`src/rtl/instr_fetch_unit_if.sv`:
```
`default_nettype none
// ============================================================================
//  Module      : instr_fetch_unit_if
//  Description : Bundles the instruction-memory req/ack bus, the decode-side
//                valid/ready issue bus and the branch feedback of the fetch
//                unit into one interface.
//  Revision    : 1.0  initial release
// ============================================================================
interface instr_fetch_unit_if;
    // Instruction memory side
    logic        imem_req;
    logic [31:0] imem_addr;
    logic        imem_ack;
    logic [31:0] imem_rdata;

    // Decode / issue side
    logic [31:0] instr;
    logic [5:0]  instr_op;
    logic [5:0]  funct;
    logic [31:0] pc_out;
    logic        instr_valid;
    logic        instr_ready;
    logic        branch;
    logic        zero;
    logic [31:0] issue_count;

    // Fetch unit view
    modport master (
        output imem_req,
        output imem_addr,
        input  imem_ack,
        input  imem_rdata,
        output instr,
        output instr_op,
        output funct,
        output pc_out,
        output instr_valid,
        input  instr_ready,
        input  branch,
        input  zero,
        output issue_count
    );

    // Memory / decode environment view
    modport slave (
        input  imem_req,
        input  imem_addr,
        output imem_ack,
        output imem_rdata,
        input  instr,
        input  instr_op,
        input  funct,
        input  pc_out,
        input  instr_valid,
        output instr_ready,
        output branch,
        output zero,
        input  issue_count
    );
endinterface
`default_nettype wire

```
`src/rtl/instr_fetch_unit.sv`:
```
`default_nettype none
// ============================================================================
//  Module      : instr_fetch_unit
//  Description : Holds the PC, fetches instruction words over a req/ack bus,
//                issues them over valid/ready and computes the next PC from
//                the branch/zero feedback of the issued instruction.
//  Revision    : 1.0  initial release
// ============================================================================
module instr_fetch_unit #(
    parameter logic [31:0] PC_RESET = 32'h0000_0000
) (
    input  wire                  clk,
    input  wire                  rst_n,
    instr_fetch_unit_if.master   bus
);

    localparam logic [1:0] c_IDLE  = 2'd0;
    localparam logic [1:0] c_FETCH = 2'd1;
    localparam logic [1:0] c_ISSUE = 2'd2;

    // Low PC bits forced to zero so the fetch address is always word-aligned
    localparam logic [31:0] c_PC_RESET = {PC_RESET[31:2], 2'b00};

    logic [1:0]  r_state;
    logic [31:0] r_pc;
    logic        r_imem_req;
    logic [31:0] r_instr;
    logic        r_instr_valid;
    logic [31:0] r_issue_count;

    logic        w_issue_fire;
    logic        w_taken;
    logic [31:0] w_branch_offset;
    logic [31:0] w_pc_inc;
    logic [31:0] w_pc_next;

    // Next-PC: sequential or PC-relative branch target, all modulo 2^32
    always_comb begin
        w_issue_fire    = (r_state == c_ISSUE) && r_instr_valid && bus.instr_ready;
        w_taken         = bus.branch & bus.zero;
        w_branch_offset = {{14{r_instr[15]}}, r_instr[15:0], 2'b00};
        w_pc_inc        = r_pc + 32'd4;
        w_pc_next       = w_taken ? (w_pc_inc + w_branch_offset) : w_pc_inc;
    end

    // Fetch/issue sequencer; reset wins over any ack or ready on the same edge
    always_ff @(posedge clk) begin
        if (!rst_n) begin
            r_state       <= c_IDLE;
            r_pc          <= c_PC_RESET;
            r_imem_req    <= 1'b0;
            r_instr       <= 32'd0;
            r_instr_valid <= 1'b0;
            r_issue_count <= 32'd0;
        end else begin
            case (r_state)
                c_IDLE: begin
                    r_state    <= c_FETCH;
                    r_imem_req <= 1'b1;
                end
                c_FETCH: begin
                    if (bus.imem_ack) begin
                        r_instr       <= bus.imem_rdata;
                        r_instr_valid <= 1'b1;
                        r_imem_req    <= 1'b0;
                        r_state       <= c_ISSUE;
                    end
                end
                c_ISSUE: begin
                    if (w_issue_fire) begin
                        r_pc          <= w_pc_next;
                        r_instr_valid <= 1'b0;
                        r_imem_req    <= 1'b1;
                        r_issue_count <= r_issue_count + 32'd1;
                        r_state       <= c_FETCH;
                    end
                end
                default: begin
                    r_state       <= c_IDLE;
                    r_imem_req    <= 1'b0;
                    r_instr_valid <= 1'b0;
                end
            endcase
        end
    end

    assign bus.imem_req    = r_imem_req;
    assign bus.imem_addr   = r_pc;
    assign bus.instr       = r_instr;
    assign bus.instr_op    = r_instr[31:26];
    assign bus.funct       = r_instr[5:0];
    assign bus.pc_out      = r_pc;
    assign bus.instr_valid = r_instr_valid;
    assign bus.issue_count = r_issue_count;

endmodule
`default_nettype wire
```
`src/flat_wrapper.sv`:
```
// flat-port wrapper written by rule: the top's interface ports become plain ports
module instr_fetch_unit_flat 
#(
    parameter logic [31:0] PC_RESET = 32'h0000_0000
)
  (clk, rst_n, bus_imem_req, bus_imem_addr, bus_imem_ack, bus_imem_rdata, bus_instr, bus_instr_op, bus_funct, bus_pc_out, bus_instr_valid, bus_instr_ready, bus_branch, bus_zero, bus_issue_count);
  instr_fetch_unit_if bus_i ();
  input  wire clk;
  input  wire rst_n;
  output wire logic [$bits(bus_i.imem_req)-1:0] bus_imem_req;
  output wire logic [$bits(bus_i.imem_addr)-1:0] bus_imem_addr;
  input wire logic [$bits(bus_i.imem_ack)-1:0] bus_imem_ack;
  input wire logic [$bits(bus_i.imem_rdata)-1:0] bus_imem_rdata;
  output wire logic [$bits(bus_i.instr)-1:0] bus_instr;
  output wire logic [$bits(bus_i.instr_op)-1:0] bus_instr_op;
  output wire logic [$bits(bus_i.funct)-1:0] bus_funct;
  output wire logic [$bits(bus_i.pc_out)-1:0] bus_pc_out;
  output wire logic [$bits(bus_i.instr_valid)-1:0] bus_instr_valid;
  input wire logic [$bits(bus_i.instr_ready)-1:0] bus_instr_ready;
  input wire logic [$bits(bus_i.branch)-1:0] bus_branch;
  input wire logic [$bits(bus_i.zero)-1:0] bus_zero;
  output wire logic [$bits(bus_i.issue_count)-1:0] bus_issue_count;
  assign bus_imem_req = bus_i.imem_req;
  assign bus_imem_addr = bus_i.imem_addr;
  assign bus_i.imem_ack = bus_imem_ack;
  assign bus_i.imem_rdata = bus_imem_rdata;
  assign bus_instr = bus_i.instr;
  assign bus_instr_op = bus_i.instr_op;
  assign bus_funct = bus_i.funct;
  assign bus_pc_out = bus_i.pc_out;
  assign bus_instr_valid = bus_i.instr_valid;
  assign bus_i.instr_ready = bus_instr_ready;
  assign bus_i.branch = bus_branch;
  assign bus_i.zero = bus_zero;
  assign bus_issue_count = bus_i.issue_count;
  instr_fetch_unit #(.PC_RESET(PC_RESET)) u_core (.clk(clk), .rst_n(rst_n), .bus(bus_i));
endmodule
```
`config.mk`:
```
export PLATFORM = sky130hd
export DESIGN_NAME = instr_fetch_unit_flat
export DESIGN_NICKNAME = d
export VERILOG_FILES = /design/src/rtl/instr_fetch_unit_if.sv /design/src/rtl/instr_fetch_unit.sv /design/src/flat_wrapper.sv
export SDC_FILE = /design/constraint.sdc
export NUM_CORES = 1
export LEC_CHECK = 0
export CELL_PAD_IN_SITES_DETAIL_PLACEMENT = 0
export CELL_PAD_IN_SITES_GLOBAL_PLACEMENT = 2
export CORE_ASPECT_RATIO = 1.4
export CORE_UTILIZATION = 37
export CTS_BUF_LIST = sky130_fd_sc_hd__clkbuf_16
export DETAILED_ROUTE_END_ITERATION = 12
export DONT_BUFFER_PORTS = 1
export MAX_ROUTING_LAYER = met4
export PLACE_DENSITY_LB_ADDON = 0.3
export SLEW_MARGIN = 20
export SYNTH_ARGS = -nofsm -noshare
export SYNTH_HDL_FRONTEND = slang
export SYNTH_SLANG_ARGS = --single-unit
```
`constraint.sdc`:
```
create_clock -name clk -period 4.3 [get_ports clk]
set_clock_uncertainty 0.15 [all_clocks]
set_input_delay 0.645 -clock clk [delete_from_list [all_inputs] [get_ports clk]]
set_output_delay 0.645 -clock clk [all_outputs]
set_load 0.02 [all_outputs]
```
==> flow_metrics.tcl <==
set metrics [dict create \
    ir_worst_vdd_v 0.000149 \
    r2r_end "u_core.bus.imem_addr[29]$_SDFFE_PN0P_" \
    whs_ps 262 \
    fin_crit_sh_pct 92.7 \
    dpl.cell_count 1067 \
    critPathRequiredTime_ps 4400 \
    postRouteWirelength_mm 19.8 \
    dp_worst_setup_slack_ps 254 \
    num_vias 6010 \
    p_per_area_nw_per_um2 266 \
    r2r_slack_ps 310 \
    dieArea_um2 19200 \
    clkPwrFrac_pct 42.1 \
    min_to "u_core.bus.issue_count[31]$_SDFFE_PN0P_" \
    rsz0062_at_grt "no" \
    p_leak_uw 0.00288 \
    die_x_um 117 \
    setup_viol 0 \
    ys_seq_elements 98 \
    cp-start-kind "register" \
    slew_viol_final 0 \
    cts_tree "done" \
    synth_edf_count 0 \
    tns_ps 0 \
    clkTransAtPathRegs_ps 70 \
    place_hpwl_mm 14.5 \
    worst_slew_pin_slew_ps 937 \
    syn_area_um2 6890 \
    fmax_mhz 251 \
    clockBufferDepth 2 \
    grt_pass1_vias 5863 \
    core_um2 18100 \
    arrival_ps 4080 \
    diodes 0 \
    crit_type "register to register" \
    grt_max_degree 99 \
    grt_use_total_pct 20.9 \
    antenna_found_initial 0 \
    cts_setup_buffers 0 \
    area_delta_synth_final_pct 4.57 \
    cp-end-kind "register" \
    final_cell_area_um2 7210 \
    slew_headroom_pct 37.3 \
    hold_path_depth 1 \
    grt-ovfl-total 0 \
    synthArstFlopShare_pct 0 \
    ant_nets 0 \
    cts_buffers 9 \
    min_path_type "primary input to register" \
    cts_root_buffer "clkbuf_16" \
    fin_ws_ps 313 \
    fp-row-count 58 \
    start_util_pct 38.1 \
    grt_pass1_wl_mm 30.8 \
    yosys-top-cells-area "dfxtp_1 (28%), nand2_1 (8.0%), ha_1 (6.9%)" \
    ys_warn_count 0 \
    cts.sinks 98 \
    drt_iter0_markers 311 \
    min_from "rst_n" \
    htreeDepth 3 \
    r2r-start "u_core.bus.imem_addr[2]$_SDFFE_PN0P_" \
    worstSkewPairLatency_ps 360 \
    fin_cells 1083 \
    dpl-instance-area_um2 6920 \
    hold_viol 0 \
    die_h_um 163 \
    p_sw_uw 540 \
    wire_per_inst_um 18.2 \
    swShare_pct 28.2 \
    yosysMostFrequentCell "nand2_1" \
    synth.top_cell.area_share_pct 28.5 \
    firstDrtPassIters 5 \
    yosysSeqAreaShare_pct 28.5 \
    synth.largest_area_cell "dfxtp_1" \
    synthCells 877 \
    fin_nets 915 \
    yosysUniqueCellTypes 71 \
    internal_power_uw 1380 \
    io_pins 180 \
    synth_common_cells "nand2_1 (147), dfxtp_1 (98), a21oi_1 (66), xnor2_1 (52), buf_4 (50)" \
    io_buffers 0 \
    p_comb_share_pct 6.9 \
    worst-path-max-fanout 7 \
    seq_power_share_pct 51.0 \
    drcViolationCount 0 \
    period_needed_ps 3990 \
    layout-drive-gt1-share_pct 7.95 \
    place.gp.congestion 0.874 \
    maxCapViolations 0 \
    avgSynthCellArea_um2 7.86 \
    ff2ff_path_depth 14 \
    outcome "complete, no violations" \
    dominantRegCellSynth "dfxtp_1" \
    viasPerCell 5.55 \
]
-- worst max path at each step --
stage                                              start                                     to  slack, ps
detailed placement  u_core.bus.imem_addr[2]$_SDFFE_PN0P_  u_core.bus.imem_addr[29]$_SDFFE_PN0P_        250
finish              u_core.bus.imem_addr[2]$_SDFFE_PN0P_  u_core.bus.imem_addr[29]$_SDFFE_PN0P_        310
global route        u_core.bus.imem_addr[2]$_SDFFE_PN0P_  u_core.bus.imem_addr[29]$_SDFFE_PN0P_         80
global placement    u_core.bus.imem_addr[2]$_SDFFE_PN0P_  u_core.bus.imem_addr[29]$_SDFFE_PN0P_        440
CTS                 u_core.bus.imem_addr[2]$_SDFFE_PN0P_  u_core.bus.imem_addr[29]$_SDFFE_PN0P_        220
floorplan           u_core.bus.imem_addr[4]$_SDFFE_PN0P_  u_core.bus.imem_addr[29]$_SDFFE_PN0P_        730
-- metal layers --
| layer | GRT usage [%] | vias to the layer above | wire length, um |
|---|---|---|---|
| li1 | - | 2956 | - |
| met1 | 21.4 | 2823 | 7820 |
| met2 | 37.9 | 198 | 10200 |
| met3 | 5.03 | 33 | 1290 |
| met4 | 8.74 | 0 | 491 |
| met5 | - | - | 0 |
-- final cells by class --
cell class | instances | area, um^2
multi-input combinational | 684 | 4380
clock buffer | 9 | 225
clock inverter | 7 | 57.6
tap | 240 | 300
fill | 1851 | 10900
inverter | 14 | 52.6
sequential | 98 | 1960
timing repair buffer | 31 | 233
-- power groups by stage --
| stage | combinational, uW | clock, uW | sequential, uW |
|---|---|---|---|
| 2_1_floorplan | 136 | 0 | 984 |
| 3_3_place_gp | 129 | 0 | 1000 |
| 3_5_place_dp | 133 | 0 | 1000 |
| 4_1_cts | 133 | 824 | 979 |
| 5_1_grt | 149 | 856 | 983 |
| 6_report | 132 | 808 | 979 |
-- cells in the final DEF, fill, tap and decap left out, drive strengths merged, types with 20 or more instances in the layout --
cell and count:
a21boi 46, a21oi 66, and2 37, buf 31, dfxtp 98, ha 38
nand2 148, nand3 38, nor2 37, o21ai 41, xnor2 52, xor2 20
-- critical path: stages (launching register included) --
cell,delay [ps]
dfxtp_1,430
ha_1,210
nand3_2,150
nor3_4,400
nand3_1,150
xnor2_1,370
ha_1,400
nand2_1,120
nor2_1,60
and3_1,210
and3_1,180
a222oi_1,580
a31o_2,270
or4_1,110
a31oi_1,70
-- cells by family (layout without fill, tap and decap cells) --
| kind of cell | Yosys count | count (layout) | share of synthesized area (%) |
|---|---|---|---|
| and+or+nand+nor | 336 | 336 | 24.5 |
| AOI/OAI and AO/OA | 229 | 229 | 21.7 |
| DFF | 98 | 98 | 28.5 |
| buffers and inverters | 98 | 61 | 8.33 |
| xor gates and xnor gates | 72 | 72 | 9.15 |
| adders and majority gates | 39 | 39 | 7.19 |
| muxes | 4 | 4 | 0.581 |
| other | 1 | 4 | 0.0544 |
-- what timing repair did --
action                                  CTS  global route
resized for setup                         0             1
hold buffers                              0             0
endpoints found under the setup margin    0             3
-- sequential cells by signal, summed over array words and instances (netlist names) --
signal / cells
u_core.bus.issue_count: 32
u_core.bus.instr: 32
u_core.r_state: 2
u_core.bus.imem_addr: 30
u_core.bus.imem_req: 1
u_core.bus.instr_valid: 1
-- metrics by stage --
stage	total power, uW	utilization, %
after floorplan	1120	-
after global placement	1130	38.3
after detailed placement	1130	38.3
after CTS	1940	39.8
after global routing	1990	39.9
final	1920	39.9
Power figures use the tool's default switching activity.
